File: src/rtl/bcd_countdown_timer.sv
// Two-digit BCD countdown timer with a built-in one-second prescaler.
// The loaded value counts down once per second; Done pulses for one cycle when 00 is reached.
module bcd_countdown_timer #(
  parameter int unsigned TICKS_PER_SEC = 50000000,
  parameter int unsigned PW            = 26
) (
  input  logic       Clock,
  input  logic       Reset,
  input  logic       Load,
  input  logic [7:0] LoadValue,
  input  logic       Start,
  input  logic       Pause,
  output logic [3:0] Tens,
  output logic [3:0] Ones,
  output logic       Running,
  output logic       Done
);

  localparam int unsigned   DW        = 4;
  localparam logic [PW-1:0] TICK_LAST = PW'(TICKS_PER_SEC - 1);

  typedef enum logic [1:0] {
    IDLE   = 2'd0,
    RUN    = 2'd1,
    PAUSED = 2'd2
  } state_t;

  state_t          state, state_nxt;
  logic [DW-1:0]   tens_nxt, ones_nxt;
  logic [PW-1:0]   presc, presc_nxt;
  logic            done_nxt;
  logic            count_zero;
  logic            tick;

  // Out-of-range nibbles saturate to 9 so the display never shows A..F.
  function automatic logic [DW-1:0] clamp_bcd(input logic [DW-1:0] d);
    return (d > DW'(9)) ? DW'(9) : d;
  endfunction

  assign count_zero = (Tens == '0) && (Ones == '0);
  assign tick       = (presc == TICK_LAST);

  // State and output registers.
  always_ff @(posedge Clock or posedge Reset) begin
    if (Reset) begin
      state   <= IDLE;
      Tens    <= '0;
      Ones    <= '0;
      presc   <= '0;
      Running <= 1'b0;
      Done    <= 1'b0;
    end else begin
      state   <= state_nxt;
      Tens    <= tens_nxt;
      Ones    <= ones_nxt;
      presc   <= presc_nxt;
      Running <= (state_nxt == RUN);
      Done    <= done_nxt;
    end
  end

  // Next-state logic; Load overrides Start, which overrides Pause.
  always_comb begin
    state_nxt = state;
    tens_nxt  = Tens;
    ones_nxt  = Ones;
    presc_nxt = presc;
    done_nxt  = 1'b0;

    if (Load) begin
      tens_nxt  = clamp_bcd(LoadValue[7:4]);
      ones_nxt  = clamp_bcd(LoadValue[3:0]);
      presc_nxt = '0;
      state_nxt = IDLE;
    end else begin
      unique case (state)
        IDLE: begin
          if (Start && !count_zero) begin
            state_nxt = RUN;
            presc_nxt = '0;
          end
        end
        PAUSED: begin
          // Prescaler is left alone so the partial second resumes.
          if (Start) state_nxt = RUN;
        end
        RUN: begin
          if (tick) begin
            presc_nxt = '0;
            if (Ones != '0) begin
              ones_nxt = Ones - DW'(1);
            end else begin
              ones_nxt = DW'(9);
              tens_nxt = Tens - DW'(1);
            end
          end else begin
            presc_nxt = presc + PW'(1);
          end

          // A terminal decrement ends the run even if Pause arrives on that edge.
          if (tick && (tens_nxt == '0) && (ones_nxt == '0)) begin
            state_nxt = IDLE;
            done_nxt  = 1'b1;
          end else if (Pause && !Start) begin
            state_nxt = PAUSED;
          end
        end
        default: state_nxt = IDLE;
      endcase
    end
  end

endmodule

File: config.mk
export PLATFORM = sky130hd
export DESIGN_NAME = bcd_countdown_timer
export DESIGN_NICKNAME = d
export VERILOG_FILES = /design/src/rtl/bcd_countdown_timer.sv
export SDC_FILE = /design/constraint.sdc
export NUM_CORES = 1
export LEC_CHECK = 0
export ABC_AREA = 1
export CAP_MARGIN = 20
export CORE_MARGIN = 4
export CORE_UTILIZATION = 50
export CTS_BUF_LIST = sky130_fd_sc_hd__clkbuf_16
export DETAILED_ROUTE_END_ITERATION = 6
export PLACE_DENSITY = 0.7
export REMOVE_ABC_BUFFERS = 1
export SETUP_SLACK_MARGIN = 0.2
export SLEW_MARGIN = 40
export SYNTH_ARGS = -nofsm -noshare
export SYNTH_HDL_FRONTEND = slang
export SYNTH_SLANG_ARGS = --single-unit
File: constraint.sdc
create_clock -name Clock -period 2.3 [get_ports Clock]
set_clock_uncertainty 0.15 [all_clocks]
set_input_delay 0.46 -clock Clock [delete_from_list [all_inputs] [get_ports Clock]]
set_output_delay 0.46 -clock Clock [all_outputs]
set_load 0.01 [all_outputs]
# == Yosys cells after proc, flatten, opt, wreduce, memory -nomap -nowiden ==
# Index checks and enable logic that the tools add are counted.
# totals
inputBits,13
elab_cells,59
reg_bits,38
out_inout_bits,10
# classes
addsub,3
n_mux,27
n_reduce_logical,16
order_cmp,2
eq_ne,5
# ops
operator,n
$mux W26,3
$mux W4,14
$pmux W26 S2,1
$add A26 B1 Y26 const B,1
$eq A26 B26 Y1 const B,1
$logic_not A4 Y1,4
$mux W2,5
$gt A4 B4 Y1 const B,2
$sub A4 B1 Y4 const B,2
$pmux W2 S3,1
$logic_and A1 B1 Y1,5
$eq A2 B1 Y1 const B,2
$reduce_bool A4 Y1,1
$mux W1,3
$ne A3 B3 Y1 const B,1
$reduce_bool A3 Y1,1
$eq A2 B2 Y1 const B,1
$logic_not A1 Y1,2
$logic_not A2 Y1,1
$reduce_and A2 Y1,1
$reduce_bool A2 Y1,1

# == Longest topological paths before layout ==
# depth
ltp_word,12
depth_mapped,14
depth_no_buf,14

# == Worst setup path after synthesis ==
# Ideal clock, no wire load.
# synth_path
path_kind,reg2reg
start,register Tens[0]
end,register presc[7]
period_less_slack_ps,1888
t_required_ps,2024
t_arrival_ps,1611
slack_ps,412
stages_incl_launch_ff,12
setup_time_ps,126
path_buffers,2
cell_sequence,dfrtp_1 inv_1 ha_1 inv_1 nor3_1 nand2_1 nand2_1 nand2_2 buf_6 buf_2 a31oi_1 nor3_2
# synth_between
elab_chain_len,6
# synth_rtl
item,line,text
"start, declared",13,"output logic [3:0] Tens,"
"start signal, assigned",54,Tens <= tens_nxt;
$logic_not A4 Y1,40,assign count_zero = (Tens == '0) && (Ones == '0);
$logic_and A1 B1 Y1,40,
$logic_not A1 Y1,78,if (Start && !count_zero) begin
$logic_and A1 B1 Y1,78,
$ne A3 B3 Y1 (no source line),--,
$reduce_and A2 Y1 (no source line),--,
"end signal, assigned",56,presc <= presc_nxt;
"end, declared",30,"logic [PW-1:0] presc, presc_nxt;"
# No other way between the ends.
# A chain may end at the register's enable or synchronous reset.

# == Final worst setup path ==
# layout_path
start,register presc[0]
end,register presc[18]
# layout_between
elab_chain_len,4
word_cells_on_any_way,5
classes_between,1 x add/sub; 1 x eq/ne; 3 x mux
# layout_rtl
item,line,text
$add A26 B1 Y26 / $eq A26 B26 Y1 (equally long branches),"97, 41",
$mux W26 *,88,if (tick) begin
$pmux W26 S2 *,76,unique case (state)
$mux W26 *,70,if (Load) begin
# Mark *: on every way between the ends. The rest lies on a longest branch, timed or not.

==> flow_metrics.env <==
export IMPL_rsz0062_at_grt="true"
export IMPL_slew_headroom=0.6186
export IMPL_ys_ff_latch=38
export IMPL_nNetsFinal=448
export IMPL_grt_usage=0.2275
export IMPL_die_area_um2=6717
export IMPL_clock_sinks=38
export IMPL_yosysSeqAreaShare=0.3477
export IMPL_antenna_left=0
export IMPL_power_mw=1.774
export IMPL_ys_types=38
export IMPL_die_y_um=81.96
export IMPL_synth_compound_area_frac=0.1089
export IMPL_worstSetupPathType="reg -> reg"
export IMPL_path_common_cell="nand2_4"
export IMPL_end_kind="flip-flop"
export IMPL_hold_violations=0
export IMPL_p_per_area_nw_per_um2=509.4
export IMPL_cpMaxStageDelayCell="dfrtp_1"
export IMPL_postCtsHoldBufs=0
export IMPL_synth_top_family_by_area="simple AND/OR/NAND/NOR gates"
export IMPL_top_layer="met4"
export IMPL_diodes=0
export IMPL_cts_buffers=5
export IMPL_wl_met2_mm=3.197
export IMPL_routed_wirelength_mm=7.047
export IMPL_post_place_cells=477
export IMPL_min_period_ns=2.034
export IMPL_drv_slew=0
export IMPL_cts_buffer_depth=2
export IMPL_htreeDepth=2
export IMPL_finalSetupViolations=0
export IMPL_die_w_um=81.96
export IMPL_required_ns=2.32
export IMPL_num_vias=2651
export IMPL_gp_congestion=0.8971
export IMPL_io_pins=23
export IMPL_core_um2=5205
export IMPL_synth_xor_area_share=0.02562
export IMPL_grt_ovfl_total=0
export IMPL_tightest_slew_ns=0.5678
export IMPL_status="complete, no violations"
export IMPL_hold_path_class="reg -> reg"
export IMPL_synth_edf_count=0
export IMPL_seqCellArea_um2=952.2
export IMPL_firstDrtPassIters=4
export IMPL_clock_latency_ns=0.29
export IMPL_synthCells=375
export IMPL_synthMuxAreaShare=0
export IMPL_wl_met3_um=338
export IMPL_fillers=472
export IMPL_syn_area_um2=2735
export IMPL_ir_drop_uv=350.5
export IMPL_clockRootBuffer="clkbuf_16"
export IMPL_cts_tree="done"
export IMPL_cap_violations=0
export IMPL_drc=0
export IMPL_drt_met1_wl_mm=3.451
export IMPL_async_flop_share=1.000
export IMPL_clk_pin_slew_ns=0.06
export IMPL_ys_warn_count=0
export IMPL_instances_no_fill=503
export IMPL_area_growth_pct=27.31
export IMPL_synth_ff_type="dfrtp_1"
export IMPL_syn_area_per_cell_um2=7.294
export IMPL_drt_iter0_drc=173
export IMPL_cp_cell_sequence="ha_4 > nand2_4 > inv_4 > nand2_4 > nor2_4 > nand2_2 > nor4_4 > nand3_2 > buf_4 > xor2_1 > nor2_1"
export IMPL_multi_input_area_um2=1639
export IMPL_drive_gt1_frac=0.2725
export IMPL_synth_simple_area_share=0.4209
export IMPL_grt_pass1_wl_mm=11.75
export IMPL_grt_pass1_vias=2498
export IMPL_detail_route_vias_per_cell=5.270
export IMPL_post_route_util=0.6690
export IMPL_start_kind="flip-flop"
export IMPL_io_buffers=22
export IMPL_p_leak_nw=1.731
export IMPL_fin_tns_setup_ns=0
export IMPL_path_max_fanout=3
export IMPL_dp_hpwl_mm=5.177
export IMPL_max_freq_mhz=491.8
export IMPL_slowest_delay_ns=0.41
export IMPL_worstPathArrival_ns=2.05
export IMPL_antenna_found_initial=0
export IMPL_synthAdderAreaFrac=0.01372
export IMPL_rows=26
export IMPL_initial_utilization=0.5255
export IMPL_routedWlPerCell_um=14.01
export IMPL_min_period_over_period=0.8841
export IMPL_grt_max_degree=39
[layout by cell type (no fill, tap or decap), types with 7 or more instances in the layout]
cell,instances
nor2_2,10
dfrtp_1,37
clkdlybuf4s50_1,22
inv_1,38
nand2_1,75
o21ai_0,12
nor2_4,7
nor2_1,45
xor2_1,8
nand3_1,24
nand4_1,7
buf_4,34
inv_2,12
nand2_2,21
a21oi_1,15
nand2_4,7
nor3_1,10
[path summary, 6_finish.rpt]
kind	slack [ns]	endpoint	cells after the start	from
max in group asynchronous	1.18	presc[5]$_DFFE_PP0P_	3	Reset
setup reg to reg	0.27	presc[18]$_DFFE_PP0P_	11	presc[0]$_DFFE_PP0P_
setup / recovery	0.27	presc[18]$_DFFE_PP0P_	11	presc[0]$_DFFE_PP0P_
hold reg to reg	0.35	presc[25]$_DFFE_PP0P_	2	presc[25]$_DFFE_PP0P_
min in group asynchronous	0.47	Ones[0]$_DFFE_PP0P_	3	Reset
hold / removal	0.35	presc[25]$_DFFE_PP0P_	2	presc[25]$_DFFE_PP0P_
[flip-flops by register name (all words and copies together), names as in the netlist]
register,cells
Done,1
Ones,4
Running,1
Tens,4
presc,26
state,2
[through the flow]
stage	setup slack, ns	hold slack (ns)	cell area, um^2
floorplan	0.1409	0.3145	2695
global placement	0.1079	0.3290	3123
global route	0.1492	0.3796	3482
detailed placement	0.03585	0.3397	3123
finish	0.2665	0.3476	3482
CTS	0.1984	0.3525	3263
[final cells by class]
type                            count  area share
Clock inverter                      3    0.003593
Tap cell                           70     0.02515
Clock buffer                        5     0.03593
Timing Repair Buffer               56      0.1365
Inverter                           50     0.05462
Multi-Input combinational cell    281      0.4707
Sequential cell                    38      0.2734
[timing repair]
item	in CTS	in global routing
setup endpoints to repair	3	30
pin swaps	0	10
gates resized for setup	1	26
setup buffers	0	18
[cells by family (layout without fill, tap and decap cells)]
kind of cell,count (synthesis),after routing
and+or+nand+nor,221,221
buffers and inverters,56,114
AOI/OAI and AO/OA,49,49
DFF,38,38
xor gates and xnor gates,8,8
adders and majority gates,3,3
[where the power goes]
part | leakage [nW] | internal, mW | switching, mW
logic | 1.15 | 0.165 | 0.212
clock network | 0.0724 | 0.392 | 0.273
registers | 0.510 | 0.694 | 0.0363
total | 1.73 | 1.25 | 0.522
[worst max-delay path: cells and delay by family, from the launching register on]
family	cells	cell delay, ns
xor+xnor	1	0.12
fa+ha+maj	1	0.17
buf+inv	2	0.25
flops	1	0.41
simple gates	7	0.82
[synth_stat cells, types with 4 or more instances]
| library cell | n | share of area |
|---|---|---|
| nand2_1 | 80 | 0.11 |
| a31oi_1 | 5 | 0.011 |
| nor2_1 | 51 | 0.070 |
| nor3_1 | 10 | 0.018 |
| o21ai_0 | 13 | 0.024 |
| nand4_1 | 7 | 0.016 |
| inv_2 | 10 | 0.014 |
| dfrtp_1 | 38 | 0.35 |
| nor2_4 | 5 | 0.021 |
| nand2_2 | 19 | 0.043 |
| a21oi_1 | 15 | 0.027 |
| nor2_2 | 6 | 0.014 |
| xor2_1 | 8 | 0.026 |
| nor3_2 | 5 | 0.018 |
| nand2_4 | 4 | 0.016 |
| nand3_1 | 25 | 0.046 |
| inv_1 | 40 | 0.055 |
[metal layers]
metal  track usage  vias up
met3       0.03838        6
li1              -     1325
met4       0.04983        0
met2        0.3522       60
met1        0.3313     1260
met5             0        -
Note: power is estimated with default switching activity, not from simulation.
